File: src/rtl/path_replay_ctrl_if.sv
// -----------------------------------------------------------------------------
// path_replay_ctrl_if
//   Bundles the two buses handled by path_replay_ctrl:
//     - the location-stack control/data bus (stk_*)
//     - the valid/ready replay move port (mv_*)
//   Modports:
//     master : the sequencer side (drives stack controls and the move port)
//     slave  : the stack plus move consumer side
//   Signals:
//     stk_rst     active-high stack clear
//     stk_push    stack push strobe
//     stk_pop     stack pop strobe
//     stk_done    stack switch to queue (FIFO) read order
//     stk_locIn   stack write data
//     stk_locOut  stack read data, registered by the stack on the pop edge
//     stk_empty   stack empty flag
//     mv_valid    replay location valid
//     mv_loc      replay location
//     mv_ready    consumer accepts mv_loc
// -----------------------------------------------------------------------------
interface path_replay_ctrl_if #(
    parameter int LOC_W = 8
);
    logic             stk_rst;
    logic             stk_push;
    logic             stk_pop;
    logic             stk_done;
    logic [LOC_W-1:0] stk_locIn;
    logic [LOC_W-1:0] stk_locOut;
    logic             stk_empty;
    logic             mv_valid;
    logic [LOC_W-1:0] mv_loc;
    logic             mv_ready;

    modport master (
        output stk_rst, stk_push, stk_pop, stk_done, stk_locIn,
        output mv_valid, mv_loc,
        input  stk_locOut, stk_empty, mv_ready
    );

    modport slave (
        input  stk_rst, stk_push, stk_pop, stk_done, stk_locIn,
        input  mv_valid, mv_loc,
        output stk_locOut, stk_empty, mv_ready
    );
endinterface

File: src/rtl/path_replay_ctrl.sv
// -----------------------------------------------------------------------------
// path_replay_ctrl
//   Sequencer for the maze solver's 8-bit location stack ({x[7:4], y[3:0]}).
//   While solving it forwards solver push/pop to the stack, guarding against
//   overflow and underflow and tracking the stored depth. Once the goal is
//   found it replays the stored path onto a valid/ready move port, one
//   location per handshake.
//
//   Build option:
//     REPLAY_REVERSE_EN  when defined, replay pops in stack order (goal first)
//                        and the stk_done queue switch is never issued.
//                        Default: start-to-goal order via stk_done.
//
//   Ports:
//     clk        system clock, rising edge
//     rst        synchronous active-low reset
//     start      begin a solve run (sampled in IDLE only)
//     slv_push   solver push request, slv_loc carries the location
//     slv_pop    solver pop (backtrack) request
//     slv_found  solver reached the goal
//     slv_fail   solver exhausted all paths
//     bus        stack and move-port bundle (master side)
//     depth      current stored entries
//     overflow   sticky: push attempted with the stack full
//     finish     replay complete (sticky until reset)
//     fail       run failed (sticky until reset)
// -----------------------------------------------------------------------------
module path_replay_ctrl #(
    parameter int LOC_W   = 8,
    parameter int MAX_LEN = 63,
    parameter int CNT_W   = 6
) (
    input  logic                clk,
    input  logic                rst,
    input  logic                start,
    input  logic                slv_push,
    input  logic                slv_pop,
    input  logic [LOC_W-1:0]    slv_loc,
    input  logic                slv_found,
    input  logic                slv_fail,
    path_replay_ctrl_if.master  bus,
    output logic [CNT_W-1:0]    depth,
    output logic                overflow,
    output logic                finish,
    output logic                fail
);

    localparam logic [3:0] S_IDLE       = 4'd0;
    localparam logic [3:0] S_CLEAR      = 4'd1;
    localparam logic [3:0] S_SOLVE      = 4'd2;
    localparam logic [3:0] S_DONE_ISSUE = 4'd3;
    localparam logic [3:0] S_R_POP      = 4'd4;
    localparam logic [3:0] S_R_WAIT     = 4'd5;
    localparam logic [3:0] S_R_HOLD     = 4'd6;
    localparam logic [3:0] S_FINISH     = 4'd7;
    localparam logic [3:0] S_FAIL       = 4'd8;

    localparam logic [CNT_W-1:0] MAX_DEPTH = CNT_W'(MAX_LEN);
    localparam logic [CNT_W-1:0] ONE       = CNT_W'(1);

    logic [3:0]       state_q,    state_d;
    logic [CNT_W-1:0] depth_q,    depth_d;
    logic [CNT_W-1:0] cnt_q,      cnt_d;      // locations accepted during replay
    logic             overflow_q, overflow_d;
    logic [LOC_W-1:0] mv_loc_q,   mv_loc_d;

    logic             stack_full;

    assign stack_full = (depth_q == MAX_DEPTH);

    // NOTE: every signal written here gets a default first, so no path through
    // the case leaves one unassigned and no latch is inferred.
    always_comb begin
        state_d      = state_q;
        depth_d      = depth_q;
        cnt_d        = cnt_q;
        overflow_d   = overflow_q;
        mv_loc_d     = mv_loc_q;
        bus.stk_rst   = 1'b0;
        bus.stk_push  = 1'b0;
        bus.stk_pop   = 1'b0;
        bus.stk_done  = 1'b0;
        bus.stk_locIn = '0;
        bus.mv_valid  = 1'b0;

        case (state_q)
            S_IDLE: begin
                if (start) state_d = S_CLEAR;
            end

            S_CLEAR: begin
                bus.stk_rst = 1'b1;
                depth_d     = '0;
                cnt_d       = '0;
                state_d     = S_SOLVE;
            end

            S_SOLVE: begin
                // Push has priority over pop, matching the stack itself.
                // A push at full depth is swallowed so the 6-bit head pointer
                // in the stack can never wrap.
                if (slv_push) begin
                    if (!stack_full) begin
                        bus.stk_push  = 1'b1;
                        bus.stk_locIn = slv_loc;
                        depth_d       = depth_q + ONE;
                    end else begin
                        overflow_d = 1'b1;
                    end
                end else if (slv_pop && (depth_q != '0) && !bus.stk_empty) begin
                    bus.stk_pop = 1'b1;
                    depth_d     = depth_q - ONE;
                end

                // A same-cycle push/pop is still forwarded before leaving SOLVE.
                if (slv_fail || (slv_push && stack_full)) begin
                    state_d = S_FAIL;
                end else if (slv_found) begin
`ifdef REPLAY_REVERSE_EN
                    cnt_d   = '0;
                    state_d = (depth_d == '0) ? S_FINISH : S_R_POP;
`else
                    state_d = S_DONE_ISSUE;
`endif
                end
            end

            S_DONE_ISSUE: begin
                bus.stk_done = 1'b1;
                cnt_d        = '0;
                state_d      = (depth_q == '0) ? S_FINISH : S_R_POP;
            end

            S_R_POP: begin
                bus.stk_pop = 1'b1;
                state_d     = S_R_WAIT;
            end

            S_R_WAIT: begin
                // The stack registered its read data on the pop edge.
                mv_loc_d = bus.stk_locOut;
                state_d  = S_R_HOLD;
            end

            S_R_HOLD: begin
                bus.mv_valid = 1'b1;
                if (bus.mv_ready) begin
                    cnt_d   = cnt_q + ONE;
                    // Termination counts handshakes against the stored depth;
                    // the stack's empty flag is not trusted in replay.
                    state_d = ((cnt_q + ONE) == depth_q) ? S_FINISH : S_R_POP;
                end
            end

            S_FINISH: state_d = S_FINISH;
            S_FAIL:   state_d = S_FAIL;

            default:  state_d = S_IDLE;
        endcase
    end

    // NOTE: state flops use non-blocking assignments so every flop samples the
    // pre-edge values of the others, independent of statement order.
    always_ff @(posedge clk) begin
        if (!rst) begin
            state_q    <= S_IDLE;
            depth_q    <= '0;
            cnt_q      <= '0;
            overflow_q <= 1'b0;
            mv_loc_q   <= '0;
        end else begin
            state_q    <= state_d;
            depth_q    <= depth_d;
            cnt_q      <= cnt_d;
            overflow_q <= overflow_d;
            mv_loc_q   <= mv_loc_d;
        end
    end

    assign bus.mv_loc = mv_loc_q;
    assign depth      = depth_q;
    assign overflow   = overflow_q;
    assign finish     = (state_q == S_FINISH);
    assign fail       = (state_q == S_FAIL);

endmodule

File: src/flat_wrapper.sv
// flat-port wrapper written by rule: the top's interface ports become plain ports
module path_replay_ctrl_flat 
#(
    parameter int LOC_W   = 8,
    parameter int MAX_LEN = 63,
    parameter int CNT_W   = 6
)
  (clk, rst, start, slv_push, slv_pop, slv_loc, slv_found, slv_fail, depth, overflow, finish, fail, bus_stk_rst, bus_stk_push, bus_stk_pop, bus_stk_done, bus_stk_locIn, bus_mv_valid, bus_mv_loc, bus_stk_locOut, bus_stk_empty, bus_mv_ready);
  path_replay_ctrl_if #(.LOC_W(LOC_W)) bus_i ();
  input  logic clk;
  input  logic rst;
  input  logic start;
  input  logic slv_push;
  input  logic slv_pop;
  input  logic [LOC_W-1:0] slv_loc;
  input  logic slv_found;
  input  logic slv_fail;
  output logic [CNT_W-1:0] depth;
  output logic overflow;
  output logic finish;
  output logic fail;
  output wire logic [$bits(bus_i.stk_rst)-1:0] bus_stk_rst;
  output wire logic [$bits(bus_i.stk_push)-1:0] bus_stk_push;
  output wire logic [$bits(bus_i.stk_pop)-1:0] bus_stk_pop;
  output wire logic [$bits(bus_i.stk_done)-1:0] bus_stk_done;
  output wire logic [$bits(bus_i.stk_locIn)-1:0] bus_stk_locIn;
  output wire logic [$bits(bus_i.mv_valid)-1:0] bus_mv_valid;
  output wire logic [$bits(bus_i.mv_loc)-1:0] bus_mv_loc;
  input wire logic [$bits(bus_i.stk_locOut)-1:0] bus_stk_locOut;
  input wire logic [$bits(bus_i.stk_empty)-1:0] bus_stk_empty;
  input wire logic [$bits(bus_i.mv_ready)-1:0] bus_mv_ready;
  assign bus_stk_rst = bus_i.stk_rst;
  assign bus_stk_push = bus_i.stk_push;
  assign bus_stk_pop = bus_i.stk_pop;
  assign bus_stk_done = bus_i.stk_done;
  assign bus_stk_locIn = bus_i.stk_locIn;
  assign bus_mv_valid = bus_i.mv_valid;
  assign bus_mv_loc = bus_i.mv_loc;
  assign bus_i.stk_locOut = bus_stk_locOut;
  assign bus_i.stk_empty = bus_stk_empty;
  assign bus_i.mv_ready = bus_mv_ready;
  path_replay_ctrl #(.LOC_W(LOC_W), .MAX_LEN(MAX_LEN), .CNT_W(CNT_W)) u_core (.clk(clk), .rst(rst), .start(start), .slv_push(slv_push), .slv_pop(slv_pop), .slv_loc(slv_loc), .slv_found(slv_found), .slv_fail(slv_fail), .bus(bus_i), .depth(depth), .overflow(overflow), .finish(finish), .fail(fail));
endmodule
File: config.mk
export PLATFORM = sky130hd
export DESIGN_NAME = path_replay_ctrl_flat
export DESIGN_NICKNAME = d
export VERILOG_FILES = /design/src/rtl/path_replay_ctrl_if.sv /design/src/rtl/path_replay_ctrl.sv /design/src/flat_wrapper.sv
export SDC_FILE = /design/constraint.sdc
export NUM_CORES = 1
export LEC_CHECK = 0
export ABC_AREA = 0
export CAP_MARGIN = 0
export CORE_ASPECT_RATIO = 0.5
export CORE_MARGIN = 3
export CORE_UTILIZATION = 31
export DETAILED_ROUTE_END_ITERATION = 16
export GPL_TIMING_DRIVEN = 0
export PLACE_DENSITY = 0.67
export SLEW_MARGIN = 25
export SYNTH_ARGS = -nofsm -noshare
export SYNTH_HDL_FRONTEND = slang
export SYNTH_SLANG_ARGS = --single-unit
File: constraint.sdc
create_clock -name clk -period 6.3 [get_ports clk]
set_clock_uncertainty 0.15 [all_clocks]
set_input_delay 1.26 -clock clk [delete_from_list [all_inputs] [get_ports clk]]
set_output_delay 1.26 -clock clk [all_outputs]
set_load 0.005 [all_outputs]
* Yosys cells after proc, flatten, opt, wreduce, memory -nomap -nowiden
Cells that the tools add are included.
** Storage, ports and cells
- Register bits after elaboration :: 25
- Input port bits :: 25
- Output and inout bits :: 30
- Word-level logic and storage cells :: 63
** Cells by class
- Add/sub/neg operators :: 3
- Equality and inequality tests :: 15
- Multiplexer cells :: 25
- Reduce and logical (&&, ||, !) cells :: 15
** Operators by type and width (number)
- one-hot mux 4 bit (9 select lines) :: 1
- two-way mux 6 bit :: 4
- two-way mux 8 bit :: 3
- one-hot mux 6 bit (2 select lines) :: 2
- == test 4 x 3 -> 1 bit, second input constant :: 4
- two-way mux 4 bit :: 4
- adder 6 x 1 -> 6 bit, second input constant :: 2
- AND reduction 3 bit :: 3
- == test 4 x 2 -> 1 bit, second input constant :: 2
- two-way mux 1 bit :: 8
- == test 6 bit :: 1
- == test 6 bit, second input constant :: 1
- zero test 6 bit :: 1
- inequality test 3 x 2 -> 1 bit, second input constant :: 2
- nonzero test 6 bit :: 1
- subtractor 6 x 1 -> 6 bit, second input constant :: 1
- == test 4 x 1 -> 1 bit, second input constant :: 1
- == test 4 bit, second input constant :: 1
- zero test 4 bit :: 1
- two-way mux 2 bit :: 2
- inequality test 2 bit, second input constant :: 2
- nonzero test 2 bit :: 2
- logical AND 1 bit :: 3
- inequality test 3 bit, second input constant :: 1
- 5 further kinds :: 5

* Depth between registers and ports, before layout
- Depth in word-level cells :: 6
- Gate-level depth with buffers :: 8
- Depth with buffers taken out :: 7

* Least setup slack after synthesis
No wires, ideal clock.
- Path type :: input port to output port
- Start :: in slv_push
- End :: out bus_stk_pop
- Arrival time :: 1.801 ns
- Required time :: 4.890 ns
- Path slack :: 3.089 ns
- Stages :: 3
- Path buffers :: 0
- Cells stage by stage :: nor3b_1 > nand4b_1 > a21boi_0
** On the way
- Longest elaborated chain between the ends :: 2
** Ends and longest elaborated chain
- start: declaration :: RTL line flat_wrapper.sv:13 : input logic slv_push;
- two-way mux 1 bit :: RTL line path_replay_ctrl.sv:102 : if (slv_push) begin
- one-hot mux 1 bit (2 select lines) :: RTL line path_replay_ctrl.sv:86 : case (state_q)
- end: declaration :: RTL line flat_wrapper.sv:24 : output wire logic [$bits(bus_i.stk_pop)-1:0] bus_stk_pop;
No other way between the ends.

* Worst setup path in the final report
Same ends and word-level chain as after synthesis.

==> flow_summary.ini <==
[cts]
numCtsBuffers = 3
cts.sink_count = 25
cts_root_buf = clkbuf_8
cts_hold_buf = 0
cts_resized = 0
cts_buffer_depth = 2
cts_tree = done
clock_latency_ps = 270
clkTransAtPathRegs_ps = 90
cts-htree-levels = 1
post_cts_buffers = 0

[power]
clock_power_share = 0.189
switching_share = 0.350
p_comb_frac = 0.436
internal_power_mw = 0.334
ir_worst_vdd_uv = 114
p_leak_nw = 0.819
p_switching_mw = 0.180
p_seq_frac = 0.376
pwr_density_cell_nw_per_um2 = 228

[placed_design]
globalplace.congestion = 0.802
port_buffers = 54
dp_hpwl_mm = 3.41
dpl_cell_area_sq_um = 2210

[setup_path]
r2r-start = u_core.depth[2]
worstPathArrival_ps = 3050
crit_path_max_incr_delay_ps = 600
critical_path_required_ps = 4890
path_class = input port to output port
path_buf_inv = 2
r2r_end = u_core.depth[5]
rrSetupSlack_ps = 3870
cp-end-kind = output port
crit_chain = clkdlybuf4s50_1 > nor3b_1 > nand4b_1 > a21boi_0 > clkdlybuf4s50_1
crit_family = buffers and inverters
crit_fanout = 9
cp_common_cell = clkdlybuf4s50_1
cp-start-kind = input port
reg2reg_depth = 6
cp_slowest_cell = clkdlybuf4s50_1

[yosys]
synth_top_area_frac = 0.315
synth_area_sq_um = 1590
synth_top_family_by_area = simple AND/OR/NAND/NOR gates
muxShareOfSynthArea = 0.0567
synth_compound_area_frac = 0.177
synth_enable_flop_cells = 0
synthAdderAreaFrac = 0.0520
synthDistinctLibCells = 46
syn_nets = 221
synth_top_flop_cell = dfxtp_1
synth_area_leaders = dfxtp_1 (32%), mux2i_1 (5.7%), nor2_1 (4.3%), a21oi_1 (4.1%), ha_1 (3.9%)
synth_xor_area_frac = 0.0441
synth_top_area_cell = dfxtp_1
async_flop_share = 0
yosys_register_bits = 25
netlist_instances = 190
ys_seq_area_frac = 0.315
yosys_warnings = 0
synth_area_per_cell_sq_um = 8.36
synth-simple-area-share = 0.305

[final_layout]
syn_to_final_growth_pct = 42.2
nets = 280
most-common-layout-cells = clkdlybuf4s50_1 (54), dfxtp_1 (25), nor2_1 (18), a21oi_1 (13), inv_1 (10)
final_cell_area_sq_um = 2260
final_layout_size_suffix_gt1_frac = 0.0484
final_common_cell = clkdlybuf4s50_1
antenna_cells = 0
fillCellCount = 445

[floorplanning]
rows = 17
start_util = 0.341
die-height_microns = 56.6
dieWidth_microns = 107
die_area_sq_um = 6070
pin_count = 55
core-area_sq_um = 4660

[sta]
fmax_mhz = 224
fin_tns_setup_ps = 0
fin_crit_ps = 4460
slew_headroom = 0.427
worst_pin_slew_ps = 856
finalCritPeriodShare = 0.709
maxSlewViolCount = 0
setup_viol = 0
timing.final.hold_violations = 0
rsz0062_at_grt = false

[hold_path]
whs_path_depth = 1
hold_class = flop to flop
worstHoldStart = u_core.overflow
whs_endpoint = u_core.overflow

[global_route]
track_usage = 0.148
grt_pass1_wl_mm = 7.43
gr-total-overflow = 0
antenna_found_initial = 0
grt_pass1_vias = 1510
grt_max_degree = 15

[run_status]
status = complete, no violations

[detailed_routing]
routed_via_density = 4.94
wl_mm = 4.25
vias = 1551
dr.pass1.iters = 4
drtIter0Drc = 43
postRouteAntennaNets = 0
remaining_drc_errors = 0
wl_per_cell_microns = 13.5

[run]
cap_violations = 0
-- per-layer routing --
metal | global-route usage | share of wire
met1 | 0.209 | 0.48
met2 | 0.243 | 0.47
met3 | 0.0276 | 0.049
met4 | 0.0164 | 0.0016
met5 | 0 | 0
-- worst register-to-register path: cells and delay by family, from the launching register on --
family / cells / cell delay, ps
compound gates: 3 / 470
fa+ha+maj: 1 / 270
flops: 1 / 510
simple gates: 2 / 960
-- kinds of logic (layout without fill, tap and decap cells) --
family,count (synthesis),after routing
mux,9,9
fa+ha+maj,6,6
xor+xnor,8,8
buf+inv,17,75
flops,25,25
simple gates,83,83
compound gates,42,42
-- area by class of cell --
| class | count | area [sq um] | area share |
|---|---|---|---|
| Clock buffer | 3 | 41.3 | 0.0183 |
| Sequential cell | 25 | 500 | 0.222 |
| Tap cell | 66 | 82.6 | 0.0366 |
| Inverter | 10 | 37.5 | 0.0166 |
| Buffer | 7 | 41.3 | 0.0183 |
| Clock inverter | 1 | 5.00 | 0.00222 |
| Timing Repair Buffer | 54 | 541 | 0.239 |
| Multi-Input combinational cell | 148 | 1010 | 0.447 |
-- cell usage after synthesis (5+ instances only) --
library cell and number:
dfxtp_1 25, nor2_1 18, a21oi_1 13, inv_1 10
and2_1 9, mux2i_1 9, nand3_1 9, o21ai_0 7
nand2_1 6, or3_1 6, clkbuf_1 5, ha_1 5
nand3b_1 5, nor3_1 5
-- power by group through the flow --
stage	Clock, mW	Sequential (mW)	Combinational [mW]
6_report	0.0970	0.193	0.224
3_5_place_dp	0	0.198	0.223
5_1_grt	0.109	0.196	0.251
3_3_place_gp	0	0.196	0.220
4_1_cts	0.0993	0.194	0.224
2_1_floorplan	0	0.193	0.140
-- sequential cells by signal, indices dropped and copies added (netlist names) --
register / cells
u_core.state_q: 4
u_core.bus.mv_loc: 8
u_core.cnt_q: 6
u_core.overflow: 1
u_core.depth: 6
-- through the flow --
stage	worst slack, ps	hold WS, ps	util	cells	power (mW)
floorplan	3090	314	-	190	0.333
global placement	1840	303	0.475	310	0.416
detailed placement	1820	307	0.475	310	0.421
CTS	1810	328	0.485	314	0.517
global route	1700	375	0.485	314	0.556
finish	1840	323	0.485	314	0.514
-- worst max path at each step --
stage / start / endpoint / slack, ps / cells after the start
finish: slv_push / bus_stk_pop / 1840 / 5
CTS: slv_push / bus_stk_pop / 1810 / 5
global route: slv_push / bus_stk_pop / 1700 / 5
global placement: slv_push / bus_stk_pop / 1840 / 5
detailed placement: slv_push / bus_stk_pop / 1820 / 5
floorplan: slv_push / bus_stk_pop / 3090 / 3
Power figures use the tool's default switching activity.
